[src/rtl/uart_stream_tx.sv]
// uart_stream_tx: buffered UART transmitter.
// A FIFO of FIFO_DEPTH words feeds a start/data/stop serialiser that drains
// it back-to-back, gated per frame by cts. Overflow is sticky until reset.
// Optional feature: define UART_STREAM_PARITY_EN to add a parity bit
// (even, or odd with PARITY_ODD=1).
module uart_stream_tx #(
    parameter int FREQUENCY  = 50_000_000,
    parameter int BAUD_RATE  = 115_200,
    parameter int DATA_BITS  = 8,
    parameter int STOP_BITS  = 1,
    parameter int FIFO_DEPTH = 16
`ifdef UART_STREAM_PARITY_EN
    ,
    parameter bit PARITY_ODD = 1'b0
`endif
) (
    input  logic                        clk,
    input  logic                        reset,
    input  logic [DATA_BITS-1:0]        data,
    input  logic                        write,
    input  logic                        cts,
    output logic                        tx,
    output logic                        full,
    output logic                        empty,
    output logic [$clog2(FIFO_DEPTH):0] level,
    output logic                        busy,
    output logic                        overflow,
    output logic                        baud_tick
);
    localparam int DIV = FREQUENCY / BAUD_RATE;
    localparam int DW  = $clog2(DIV);
    localparam int AW  = $clog2(FIFO_DEPTH);
    localparam int BW  = $clog2(DATA_BITS);

    localparam logic [DW-1:0] DIV_LAST  = DW'(DIV - 1);
    localparam logic [DW-1:0] DIV_ONE   = DW'(1);
    localparam logic [BW-1:0] BIT_LAST  = BW'(DATA_BITS - 1);
    localparam logic [BW-1:0] BIT_ONE   = BW'(1);
    localparam logic [AW-1:0] PTR_ONE   = AW'(1);
    localparam logic [AW:0]   LVL_ONE   = (AW+1)'(1);
    localparam logic [AW:0]   LVL_FULL  = (AW+1)'(FIFO_DEPTH);
    localparam logic          STOP_LAST = (STOP_BITS == 2);

    typedef enum logic [2:0] {
        S_IDLE,
        S_START,
        S_DATA,
`ifdef UART_STREAM_PARITY_EN
        S_PARITY,
`endif
        S_STOP
    } state_t;

    state_t                r_state;
    logic                  r_tx;
    logic [DW-1:0]         r_div;
    logic [BW-1:0]         r_bit;
    logic                  r_stop;
    logic [DATA_BITS-1:0]  r_shift;
`ifdef UART_STREAM_PARITY_EN
    logic                  r_par;
`endif

    logic [DATA_BITS-1:0]  r_mem [FIFO_DEPTH];
    logic [AW-1:0]         r_wr_ptr;
    logic [AW-1:0]         r_rd_ptr;
    logic [AW:0]           r_level;
    logic                  r_full;
    logic                  r_empty;
    logic                  r_overflow;

    logic                  w_push;
    logic                  w_pop;
    logic                  w_tick;
    logic [AW:0]           w_level_nxt;

    // A full FIFO rejects writes even when a pop happens in the same cycle.
    assign w_push = write && !r_full;
    assign w_pop  = (r_state == S_IDLE) && !r_empty && cts;
    assign w_tick = (r_state != S_IDLE) && (r_div == DIV_LAST);

    // Next occupancy from this cycle's push/pop pair.
    always_comb begin
        w_level_nxt = r_level;
        if (w_push && !w_pop)
            w_level_nxt = r_level + LVL_ONE;
        else if (!w_push && w_pop)
            w_level_nxt = r_level - LVL_ONE;
    end

    // FIFO storage; contents need no reset since the pointers define validity.
    always_ff @(posedge clk) begin
        if (w_push)
            r_mem[r_wr_ptr] <= data;
    end

    // FIFO pointers, registered status flags and sticky overflow.
    always_ff @(posedge clk or posedge reset) begin
        if (reset) begin
            r_wr_ptr   <= '0;
            r_rd_ptr   <= '0;
            r_level    <= '0;
            r_full     <= 1'b0;
            r_empty    <= 1'b1;
            r_overflow <= 1'b0;
        end else begin
            if (w_push)
                r_wr_ptr <= r_wr_ptr + PTR_ONE;
            if (w_pop)
                r_rd_ptr <= r_rd_ptr + PTR_ONE;
            r_level <= w_level_nxt;
            r_full  <= (w_level_nxt == LVL_FULL);
            r_empty <= (w_level_nxt == '0);
            if (write && r_full)
                r_overflow <= 1'b1;
        end
    end

    // Frame FSM with bit divider; tx is registered and set one state ahead.
    always_ff @(posedge clk or posedge reset) begin
        if (reset) begin
            r_state <= S_IDLE;
            r_tx    <= 1'b1;
            r_div   <= '0;
            r_bit   <= '0;
            r_stop  <= 1'b0;
            r_shift <= '0;
`ifdef UART_STREAM_PARITY_EN
            r_par   <= 1'b0;
`endif
        end else begin
            if (r_state != S_IDLE)
                r_div <= (r_div == DIV_LAST) ? '0 : r_div + DIV_ONE;
            case (r_state)
                S_IDLE: begin
                    r_tx  <= 1'b1;
                    r_div <= '0;
                    if (w_pop) begin
                        r_shift <= r_mem[r_rd_ptr];
                        r_bit   <= '0;
                        r_stop  <= 1'b0;
                        r_tx    <= 1'b0;
                        r_state <= S_START;
`ifdef UART_STREAM_PARITY_EN
                        r_par   <= (^r_mem[r_rd_ptr]) ^ PARITY_ODD;
`endif
                    end
                end
                S_START: begin
                    if (w_tick) begin
                        r_tx    <= r_shift[0];
                        r_state <= S_DATA;
                    end
                end
                S_DATA: begin
                    if (w_tick) begin
                        r_shift <= r_shift >> 1;
                        if (r_bit == BIT_LAST) begin
`ifdef UART_STREAM_PARITY_EN
                            r_tx    <= r_par;
                            r_state <= S_PARITY;
`else
                            r_tx    <= 1'b1;
                            r_state <= S_STOP;
`endif
                        end else begin
                            r_bit <= r_bit + BIT_ONE;
                            r_tx  <= r_shift[1];
                        end
                    end
                end
`ifdef UART_STREAM_PARITY_EN
                S_PARITY: begin
                    if (w_tick) begin
                        r_tx    <= 1'b1;
                        r_state <= S_STOP;
                    end
                end
`endif
                S_STOP: begin
                    if (w_tick) begin
                        if (r_stop == STOP_LAST)
                            r_state <= S_IDLE;
                        else
                            r_stop <= r_stop + 1'b1;
                    end
                end
                default: r_state <= S_IDLE;
            endcase
        end
    end

    assign tx        = r_tx;
    assign full      = r_full;
    assign empty     = r_empty;
    assign level     = r_level;
    assign busy      = (r_state != S_IDLE);
    assign overflow  = r_overflow;
    assign baud_tick = w_tick;

endmodule

[config.mk]
export PLATFORM = sky130hd
export DESIGN_NAME = uart_stream_tx
export DESIGN_NICKNAME = d
export VERILOG_FILES = /design/src/rtl/uart_stream_tx.sv
export SDC_FILE = /design/constraint.sdc
export NUM_CORES = 1
export LEC_CHECK = 0
export CORE_AREA = 8 8 171 109
export CTS_CLUSTER_SIZE = 30
export DETAILED_ROUTE_END_ITERATION = 6
export DIE_AREA = 0 0 179 117
export GPL_ROUTABILITY_DRIVEN = 0
export HOLD_SLACK_MARGIN = 0.03
export SYNTH_ARGS = -nofsm -noshare
export SYNTH_HDL_FRONTEND = slang
export SYNTH_SLANG_ARGS = --single-unit
[constraint.sdc]
create_clock -name clk -period 4.98 [get_ports clk]
set_clock_uncertainty 0.05 [all_clocks]
set_input_delay 1.494 -clock clk [delete_from_list [all_inputs] [get_ports clk]]
set_output_delay 1.494 -clock clk [all_outputs]
set_load 0.005 [all_outputs]
==> run metrics <==
status=completed; Vias=3872; Yosys top cell area share=54.4%; first-pass GRT wire length=23.4 mm; final core utilization=49.3%; Flop pwr share=between 40 and 50%; Core ar.=0.0163 mm2; DRT iter0 DRCs=326; CTS tree=done; crit path kind=flop to primary output; Req. time, crit path=3.44 ns; largest net degree at the start of global routing=30; Total GRT Usage=15.4%; P&R area growth vs syn=14.1%; Detailed Routing Iterations Pass 1=5; Slew Limit Fails=0; Clock Pin Slew Worst Setup and Hold Paths=~0.070 ns; critical path arrival=2.29 ns; Leakage=2.84 nW; Final min period=3.83 ns; hold buffers post-CTS=0; total grt overflow=0; area leader, netlist=edfxtp_1; Worst Max-Slew Pin Slew=approximately 0.86 ns; clk_lat worst skew=0.42 ns; Synth Area in Adders=2.83%; Unique masters post-synth=52; Avg WL per Cell=~22 um; setup ws final=1.15 ns; Setup crit end kind=primary output; synth warn=0; switch share=about a third; Clock Root Buffer=clkbuf_16; Synth Area in XOR/XNOR=1.74%; Hold Violations, Final=0; syn nets=471; antenna violation net count after detailed routing=0; Longest Clk Path Bufs=2; Synth Instances=443; Detailed Route WL=15.2 mm; H-tree depth=4; Hold Path Class=flop to flop; M1 WL=7.38 mm; die width=179 um; IO Port Bufs=22; NetSw=about 1.6 mW; slew margin rel.=42.7%; post-synthesis register bit count=167; area of the multi-input gates=0.00209 mm2; RSZ-0062 raised after global routing=false; VDD IR max=0.236 mV; clock sink total=roughly 170; Syn Area/Cell=16.0 um2; Pint=3.13 mW; final HPWL from detailed placement=10.3 mm; vias in the first global route=3908; clock network power share=28.1%; initial antenna violation count=0; die height=117 um; Post-route DRC=0; Final TNS setup=0 ns; Post-DP Area=0.00747 mm2; FF+latch area=0.00482 mm2; Post-Synth Simple-Gate Area=under 10%; PD cells=582 mW/mm2; metal3 WL=962 um; post-cts sizing count=0; Combinational Power Share=29.4%; top_reg_cell synth=edfxtp_1; CTS buffer count=17; met2 routed WL=6.74 mm; IO Pins=23; Synth area leaders=edfxtp_1 (54%), dfrtp_1 (13%), mux4_2 (6.4%); Critical Path Start Type=flop; Mapped Area=around 0.007 mm2; layout cells sized above 1=15.5%; Starting Density=43.2%; Place WS=~1.2 ns; sequential fraction of the synthesis area=68.2%; Final Setup Violations=0; filler instances=1355; Compound-Gate Fraction of Synth Area=6.07%; number of synthesized flops with an enable pin=128; ANT cells=0; vias per std cell=~5.6; main combinational cell family by area after synthesis=multiplexers; Row Count=37; CP Max Fanout=5; fmax=261 MHz; max_cap viols=0; final design area excluding fillers=0.00806 mm2; Final Cycle Share=between 70 and 80%; async set-reset flop share out of synthesis=between 20% and 30%; Final nets=498; Die ar.=0.0209 mm2; # Post-CTS Setup Buffers=0; uppermost routed layer=met4; post-synthesis mux area share=a little over a tenth
## synthesized netlist by cell type (all sizes together) (12+ instances only)
cell type and count:
xnor2 12, mux2 13, mux2i 18, dfrtp 37
nand2 26, mux4 20, ha 16, nor2 22
buf 12, edfxtp 128, and2 16, inv 13
o21ai 12
## worst max-delay path: stages, from the launching register on
cell	delay (ns)
dfrtp_1	0.43
or4b_4	0.61
nor3_4	0.28
clkdlybuf4s50_1	0.55
## cell usage in the layout (no fill, tap or decap), drive strengths merged, types with 5 or more instances in the layout
| master | netlist | final |
|---|---|---|
| a31oi | 8 | 8 |
| ha | 16 | 16 |
| nand4 | 5 | 5 |
| clkdlybuf4s50 | 0 | 22 |
| nand2 | 26 | 26 |
| mux2 | 13 | 13 |
| inv | 13 | 18 |
| a22oi | 6 | 6 |
| nand3 | 8 | 8 |
| dfrtp | 37 | 37 |
| and2 | 16 | 16 |
| mux4 | 20 | 20 |
| edfxtp | 128 | 128 |
| xnor2 | 12 | 12 |
| o22ai | 9 | 9 |
| clkbuf | 5 | 17 |
| clkinv | 0 | 7 |
| o21ai | 12 | 12 |
| nor2 | 22 | 22 |
| mux2i | 18 | 18 |
| a211o | 6 | 6 |
## layer usage
metal | global-route usage, % | vias up
met1 | 22.6 | 1985
met4 | 4.61 | 0
met2 | 22.1 | 114
met5 | 0 | -
li1 | - | 1765
met3 | 3.81 | 8
## stage by stage
stage / power (mW) / cells / hold WS, ns
after floorplan: 2.95 / 443 / 0.401
after global placement: 3.36 / 665 / 0.423
after detailed placement: 3.40 / 665 / 0.423
after CTS: 4.72 / 697 / 0.438
after global routing: 4.92 / 697 / 0.463
final: 4.70 / 697 / 0.444
## registers in the layout (all words and copies together), names as in the netlist, 2 cells and up
register,cells
r_mem,128
r_div,9
r_shift,8
level,5
r_rd_ptr,4
r_wr_ptr,4
r_bit,3
r_state,2
## area by class of cell
type | count | share of cell area, %
Clock buffer | 17 | 5.28
Inverter | 13 | 0.605
Tap cell | 214 | 3.32
Timing Repair Buffer | 25 | 3.01
Clock inverter | 15 | 2.11
Multi-Input combinational cell | 246 | 25.9
Sequential cell | 167 | 59.8
## power by group through the flow
stage	clock [mW]	sequential [mW]	combinational [mW]
after floorplan	0	1.88	1.07
after global placement	0	2.02	1.34
after detailed placement	0	2.03	1.37
after CTS	1.34	2.00	1.38
after global routing	1.39	2.03	1.50
final	1.32	2.00	1.38
## final timing paths
kind | startpoint | end | slack [ns] | cells after the start
worst min-delay path | overflow$_DFFE_PP0P_ | overflow$_DFFE_PP0P_ | 0.44 | 1
min in group asynchronous | reset | r_div[3]$_DFF_PP0_ | 1.45 | 2
worst max register to register | r_rd_ptr[0]$_DFFE_PP0N_ | r_shift[4]$_DFFE_PP0P_ | 2.29 | 5
max in group asynchronous | reset | empty$_DFF_PP1_ | 2.60 | 3
worst max-delay path | r_div[2]$_DFF_PP0_ | baud_tick | 1.15 | 3
worst min register to register | overflow$_DFFE_PP0P_ | overflow$_DFFE_PP0P_ | 0.44 | 1
## kinds of logic (layout without fill, tap and decap cells)
logic type / Yosys count / after routing
adders and majority gates: 16 / 16
and+or+nand+nor: 103 / 103
buffers and inverters: 30 / 70
muxes: 51 / 51
AOI/OAI and AO/OA: 62 / 62
xor gates and xnor gates: 14 / 14
DFF: 167 / 167
Note: power is estimated with default switching activity, not from simulation.
